<file path="src/rtl/inst_fetch_queue.sv">
// Instruction fetch queue: issues sequential word fetches to instruction memory and
// buffers up to DEPTH returned {pc, inst} pairs for the IF stage, with redirect on flush.
module inst_fetch_queue #(
  parameter int          DEPTH    = 4,
  parameter logic [31:0] RESET_PC = 32'h0000_0000
) (
  input  logic        clk,
  input  logic        rst,
  input  logic        flush,
  input  logic [31:0] flush_pc,
  input  logic        deq_en,
  output logic        out_valid,
  output logic [31:0] out_pc,
  output logic [31:0] out_inst,
  output logic        mem_req,
  output logic [31:0] mem_addr,
  input  logic        mem_ack,
  input  logic [31:0] mem_rdata
);

  localparam int PTR_W = $clog2(DEPTH);
  localparam int CNT_W = $clog2(DEPTH) + 1;
  localparam logic [CNT_W-1:0] DEPTH_C = CNT_W'(DEPTH);

  typedef enum logic [1:0] {
    IDLE = 2'd0,
    WAIT = 2'd1,
    DROP = 2'd2
  } state_t;

  state_t             r_state;
  state_t             w_state_next;
  logic [CNT_W-1:0]   r_count;
  logic [PTR_W-1:0]   r_rd_ptr;
  logic [PTR_W-1:0]   r_wr_ptr;
  logic [31:0]        r_fetch_pc;
  logic               r_mem_req;
  logic [31:0]        r_mem_addr;
  logic [31:0]        r_pc_mem   [DEPTH];
  logic [31:0]        r_inst_mem [DEPTH];

  logic               w_complete;
  logic               w_enq;
  logic               w_deq;
  logic [CNT_W-1:0]   w_count_next;
  logic               w_has_room;
  logic [31:0]        w_flush_pc;
  logic [31:0]        w_fetch_pc_next;
  logic               w_mem_req_next;
  logic [31:0]        w_mem_addr_next;

  assign w_complete   = r_mem_req & mem_ack;
  assign w_deq        = deq_en & (r_count != '0) & ~flush;
  assign w_enq        = (r_state == WAIT) & w_complete & ~flush;
  assign w_count_next = r_count + CNT_W'(w_enq) - CNT_W'(w_deq);
  assign w_has_room   = (w_count_next < DEPTH_C);
  assign w_flush_pc   = flush_pc & 32'hFFFF_FFFC;

  always_comb begin
    w_state_next    = r_state;
    w_fetch_pc_next = r_fetch_pc;
    w_mem_req_next  = r_mem_req;
    w_mem_addr_next = r_mem_addr;
    case (r_state)
      IDLE: begin
        if (flush) begin
          w_fetch_pc_next = w_flush_pc;
        end else if (w_has_room) begin
          w_mem_req_next  = 1'b1;
          w_mem_addr_next = r_fetch_pc & 32'hFFFF_FFFC;
          w_state_next    = WAIT;
        end
      end
      WAIT: begin
        if (flush) begin
          w_fetch_pc_next = w_flush_pc;
          if (w_complete) begin
            w_mem_req_next = 1'b0;
            w_state_next   = IDLE;
          end else begin
            // Request stays on the bus; its response is discarded in DROP.
            w_state_next = DROP;
          end
        end else if (w_complete) begin
          w_fetch_pc_next = r_mem_addr + 32'd4;
          if (w_has_room) begin
            w_mem_addr_next = r_mem_addr + 32'd4;
          end else begin
            w_mem_req_next = 1'b0;
            w_state_next   = IDLE;
          end
        end
      end
      DROP: begin
        if (flush) begin
          w_fetch_pc_next = w_flush_pc;
        end
        if (w_complete) begin
          w_mem_req_next = 1'b0;
          w_state_next   = IDLE;
        end
      end
      default: begin
        w_mem_req_next = 1'b0;
        w_state_next   = IDLE;
      end
    endcase
  end

  always_ff @(posedge clk) begin
    if (rst) begin
      r_state    <= IDLE;
      r_count    <= '0;
      r_rd_ptr   <= '0;
      r_wr_ptr   <= '0;
      r_fetch_pc <= RESET_PC;
      r_mem_req  <= 1'b0;
      r_mem_addr <= '0;
    end else begin
      r_state    <= w_state_next;
      r_fetch_pc <= w_fetch_pc_next;
      r_mem_req  <= w_mem_req_next;
      r_mem_addr <= w_mem_addr_next;
      if (flush) begin
        r_count  <= '0;
        r_rd_ptr <= '0;
        r_wr_ptr <= '0;
      end else begin
        r_count <= w_count_next;
        if (w_deq) r_rd_ptr <= r_rd_ptr + PTR_W'(1);
        if (w_enq) r_wr_ptr <= r_wr_ptr + PTR_W'(1);
      end
    end
  end

  // Storage has no reset; validity is tracked entirely by r_count.
  always_ff @(posedge clk) begin
    if (!rst && w_enq) begin
      r_pc_mem[r_wr_ptr]   <= r_mem_addr;
      r_inst_mem[r_wr_ptr] <= mem_rdata;
    end
  end

  assign out_valid = (r_count != '0);
  assign out_pc    = out_valid ? r_pc_mem[r_rd_ptr]   : 32'd0;
  assign out_inst  = out_valid ? r_inst_mem[r_rd_ptr] : 32'd0;
  assign mem_req   = r_mem_req;
  assign mem_addr  = r_mem_addr;

endmodule

</file>
<file path="config.mk">
export PLATFORM = sky130hd
export DESIGN_NAME = inst_fetch_queue
export DESIGN_NICKNAME = d
export VERILOG_FILES = /design/src/rtl/inst_fetch_queue.sv
export SDC_FILE = /design/constraint.sdc
export NUM_CORES = 1
export LEC_CHECK = 0
export BUFFER_PORTS_ARGS = -buffer_cell sky130_fd_sc_hd__buf_2
export CAP_MARGIN = 20
export CORE_MARGIN = 4
export CORE_UTILIZATION = 55
export DETAILED_ROUTE_END_ITERATION = 16
export GPL_ROUTABILITY_DRIVEN = 0
export GPL_TIMING_DRIVEN = 0
export PLACE_DENSITY = 0.8
export SETUP_SLACK_MARGIN = 0.3
export SYNTH_ARGS = -nofsm -noshare
export SYNTH_HDL_FRONTEND = slang
export SYNTH_SLANG_ARGS = --single-unit
</file>
<file path="constraint.sdc">
create_clock -name clk -period 7.6 [get_ports clk]
set_input_delay 2.28 -clock clk [delete_from_list [all_inputs] [get_ports clk]]
set_output_delay 2.28 -clock clk [all_outputs]
set_load 0.1 [all_outputs]
</file>
==> summary.txt <==
Status
  • Outcome: finished clean

Drt
  • Final WL: 32.5 mm
  • First drt pass iteration count: 5
  • DRC: 0
  • Vias/cell: about 6.0
  • Drt wl/cell: approximately 22 um
  • Detailed Route Iter0 Violations: around 930
  • Routed Antenna Nets: 0
  • Vias: 8844

Clock tree
  • Clock Latency Late Sink: 0.50 ns
  • CTS Buffer Depth: 3
  • Clk slew on worst S/H paths: around 0.060 ns
  • Postcts setup bufs: 0
  • CTS tree: yes
  • Num CTS Buffers: 34
  • CTS Root Buffer Type: clkbuf_16
  • Post-cts sizing count: 0
  • Htree depth: 2
  • CTS Hold Bufs: 0
  • CTS sink count: 320

STA
  • Final Slew Violations: 0
  • Final hold viol count: 0
  • Clk_skew: ~0.019 ns
  • Achievable clock frequency: approximately 0.16 GHz
  • Fin Hold WS: 0.459 ns
  • Minimum clock period: ~6 ns
  • Worst setup margin: 1.52 ns
  • Final worst path period share: between 80% and 90%
  • Setup violators final: 0
  • Rel. slew slack: roughly 44%
  • Setup TNS: 0 ns
  • Slew @ Worst Pin: ~0.83 ns
  • RSZ-0062 raised after global routing: no

Finish
  • Layout area overhead: 17.8%
  • Ant diodes: 0
  • Fill count: between 1500 and 2000
  • Share of layout cells above drive strength 1: about a quarter
  • NumNets Final: 1193
  • Final core utilization: 65.6%

Placed design
  • PortBufs: 158
  • Detail Placement HPWL: 21.2 mm
  • Pre-CTS WS: 1.18 ns

Die
  • Initial Util: 55.7%
  • Boundary Pins: approximately 170
  • Die span in y: between 150 and 200 um
  • Die X: roughly 160 um
  • Rows: 57
  • CORE AREA: 24200 sq um
  • Die Area: approximately 27000 sq um

Critical path
  • Reg-to-Reg Start: r_state[0]
  • Crit-path most repeated cell: clkbuf_1
  • Crit path max-delay cell type: nor2_1
  • Critical path class: in -> reg
  • Cell family with most CP delay: simple AND/OR/NAND/NOR gates
  • Largest stage delay, worst path: 0.60 ns
  • Req. time, crit path: 7.98 ns
  • Critical Path Sink Type: flip-flop
  • Critical path buffers and inverters: 5
  • R2r setup slk: about 2.9 ns
  • Reg2Reg Depth: 14
  • Setup crit start: flush
  • CP Cell Sequence: clkbuf_1 > nand2b_1 > clkbuf_1 > nor2_1 > inv_1 > ha_1 > inv_1 > ha_1 > fa_1 > xnor3_1 > a2111oi_4 > nand2_1 > clkbuf_1 > o32ai_1
  • Worst R2R End: mem_addr[24]
  • Type of origin of the critical path: primary input
  • Worst path arrival time: around 6.5 ns
  • Crit path max fanout: 10

Power
  • Power Density: approximately 240 nW/um^2
  • Leak: 5.48 nW
  • Max rail drop VDD: between 0.00015 and 0.0002 V

Flow run
  • Max Cap Viol: 0

Logic synthesis
  • Count leader, synth: edfxtp_1
  • Commonest cells post-synth: edfxtp_1, dfxtp_1, nor2b_1
  • Largest area contributor in the netlist: edfxtp_1
  • #FFs+latches synth: 320
  • Syn_area_per_cell: around 15 sq um
  • Synth top area cells: edfxtp_1, dfxtp_1, mux4_2
  • Synthesized area: around 13000 sq um
  • Fraction of registers with async set/reset: 0%
  • Sequential fraction of the synthesis area: about two thirds
  • Ys flop type: edfxtp_1
  • EDFF count, synth: between 200 and 250
  • Synth top area share: between 50 and 60%
  • Post-synthesis cell type count: 62
  • YS warnings: 0
  • Cell count after synthesis: ~920

Global route
  • Largest net degree at the start of global routing: 45
  • Vias in the first global route: about 8600
  • GRT Total Usage: between 20% and 30%
  • Remaining Overflow, GRT: 0
  • Initial antenna violation count: 0
  • First-pass GRT wire length: between 40 and 50 mm

Min path
  • Hold WC Path Type: reg -> reg
  • Hold Path Origin: r_fetch_pc[10]
  • Hold endpoint: r_fetch_pc[10]
  • Worst Hold Depth: 2
-- worst max path at each step --
stage | endpoint | cells after the start | slack, ns
CTS | mem_addr[24] | 14 | 1.65
floorplan | mem_addr[29] | 14 | 2.13
finish | mem_addr[24] | 14 | 1.52
global placement | r_pc_mem[1][20] | 5 | 0.71
detailed placement | mem_addr[24] | 14 | 1.18
global route | mem_addr[24] | 14 | 1.32
-- cells in the final DEF, fill, tap and decap left out, types with 5 or more instances in the layout --
| cell | Yosys | layout |
|---|---|---|
| clkbuf_16 | 0 | 35 |
| inv_1 | 22 | 22 |
| o31a_1 | 5 | 5 |
| a211oi_1 | 7 | 7 |
| nand4_1 | 12 | 12 |
| xnor2_1 | 17 | 17 |
| nand2_1 | 48 | 48 |
| nand3_1 | 18 | 18 |
| a21oi_1 | 35 | 35 |
| o21ai_0 | 21 | 21 |
| edfxtp_1 | 248 | 248 |
| buf_2 | 10 | 168 |
| a32oi_1 | 13 | 13 |
| clkinv_1 | 0 | 6 |
| nor3_1 | 13 | 12 |
| or3_1 | 5 | 5 |
| nor2b_1 | 66 | 66 |
| ha_1 | 7 | 7 |
| dfxtp_1 | 72 | 72 |
| o32ai_1 | 12 | 12 |
| xor2_1 | 9 | 9 |
| nor2_1 | 58 | 58 |
| a2bb2oi_1 | 7 | 7 |
| nand2b_1 | 6 | 6 |
| a22oi_1 | 6 | 6 |
| clkbuf_1 | 52 | 63 |
| nor4_1 | 7 | 7 |
| mux4_2 | 62 | 62 |
-- per-layer routing --
layer	wire length, um	track usage (%)	up-vias
li1	-	-	3924
met1	13100	32.8	4377
met2	15800	39.3	489
met3	3020	4.92	54
met4	654	6.54	0
met5	0	0	-
-- cell families after synthesis --
logic type | after synthesis | share of synthesized area, %
flops | 320 | 66.0
simple gates | 259 | 10.3
compound gates | 146 | 7.87
buf+inv | 91 | 2.75
mux | 63 | 10.4
xor+xnor | 27 | 1.86
fa+ha+maj | 8 | 0.799
other cells | 1 | 0.0278
-- through the flow --
stage | total power, mW | cell area (sq um) | instances
2_1_floorplan | 2.17 | 13500 | 918
3_3_place_gp | 2.25 | 14700 | 1400
3_5_place_dp | 2.26 | 14800 | 1404
4_1_cts | 3.84 | 15900 | 1464
5_1_grt | 3.93 | 15900 | 1464
6_report | 3.81 | 15900 | 1464
-- where the power goes --
group / switching (mW) / leakage (nW) / internal, mW
registers: 0.0299 / 2.85 / 1.91
logic: 0.218 / 2.11 / 0.0720
clock network: 0.635 / 0.517 / 0.952
-- area by class of cell --
class                           count  area [sq um]  area share (%)
Buffer                             69           288            1.81
Clock inverter                     13           136           0.859
Tap cell                          324           405            2.55
Inverter                           22          82.6           0.520
Clock buffer                       47           925            5.83
Timing Repair Buffer              162           901            5.68
Sequential cell                   320          8890            56.0
Multi-Input combinational cell    507          4250            26.7
-- state kept, by name, summed over array words and instances, names as in the netlist, named ones only --
signal / cells
r_wr_ptr: 2
mem_addr: 30
r_state: 2
r_count: 3
r_pc_mem: 120
r_inst_mem: 128
mem_req: 1
r_fetch_pc: 30
r_rd_ptr: 2
-- worst register-to-register path, cell delays in order (launching register included) --
cell       delay (ns)
dfxtp_1          0.34
buf_2            0.20
nand2_1          0.32
o21ai_0          0.26
nor2_1           0.59
inv_1            0.22
ha_1             0.34
inv_1            0.04
ha_1             0.19
fa_1             0.37
xnor3_1          0.32
a2111oi_4        0.53
nand2_1          0.34
clkbuf_1         0.34
o32ai_1          0.20
(Power assumes the default switching activity.)
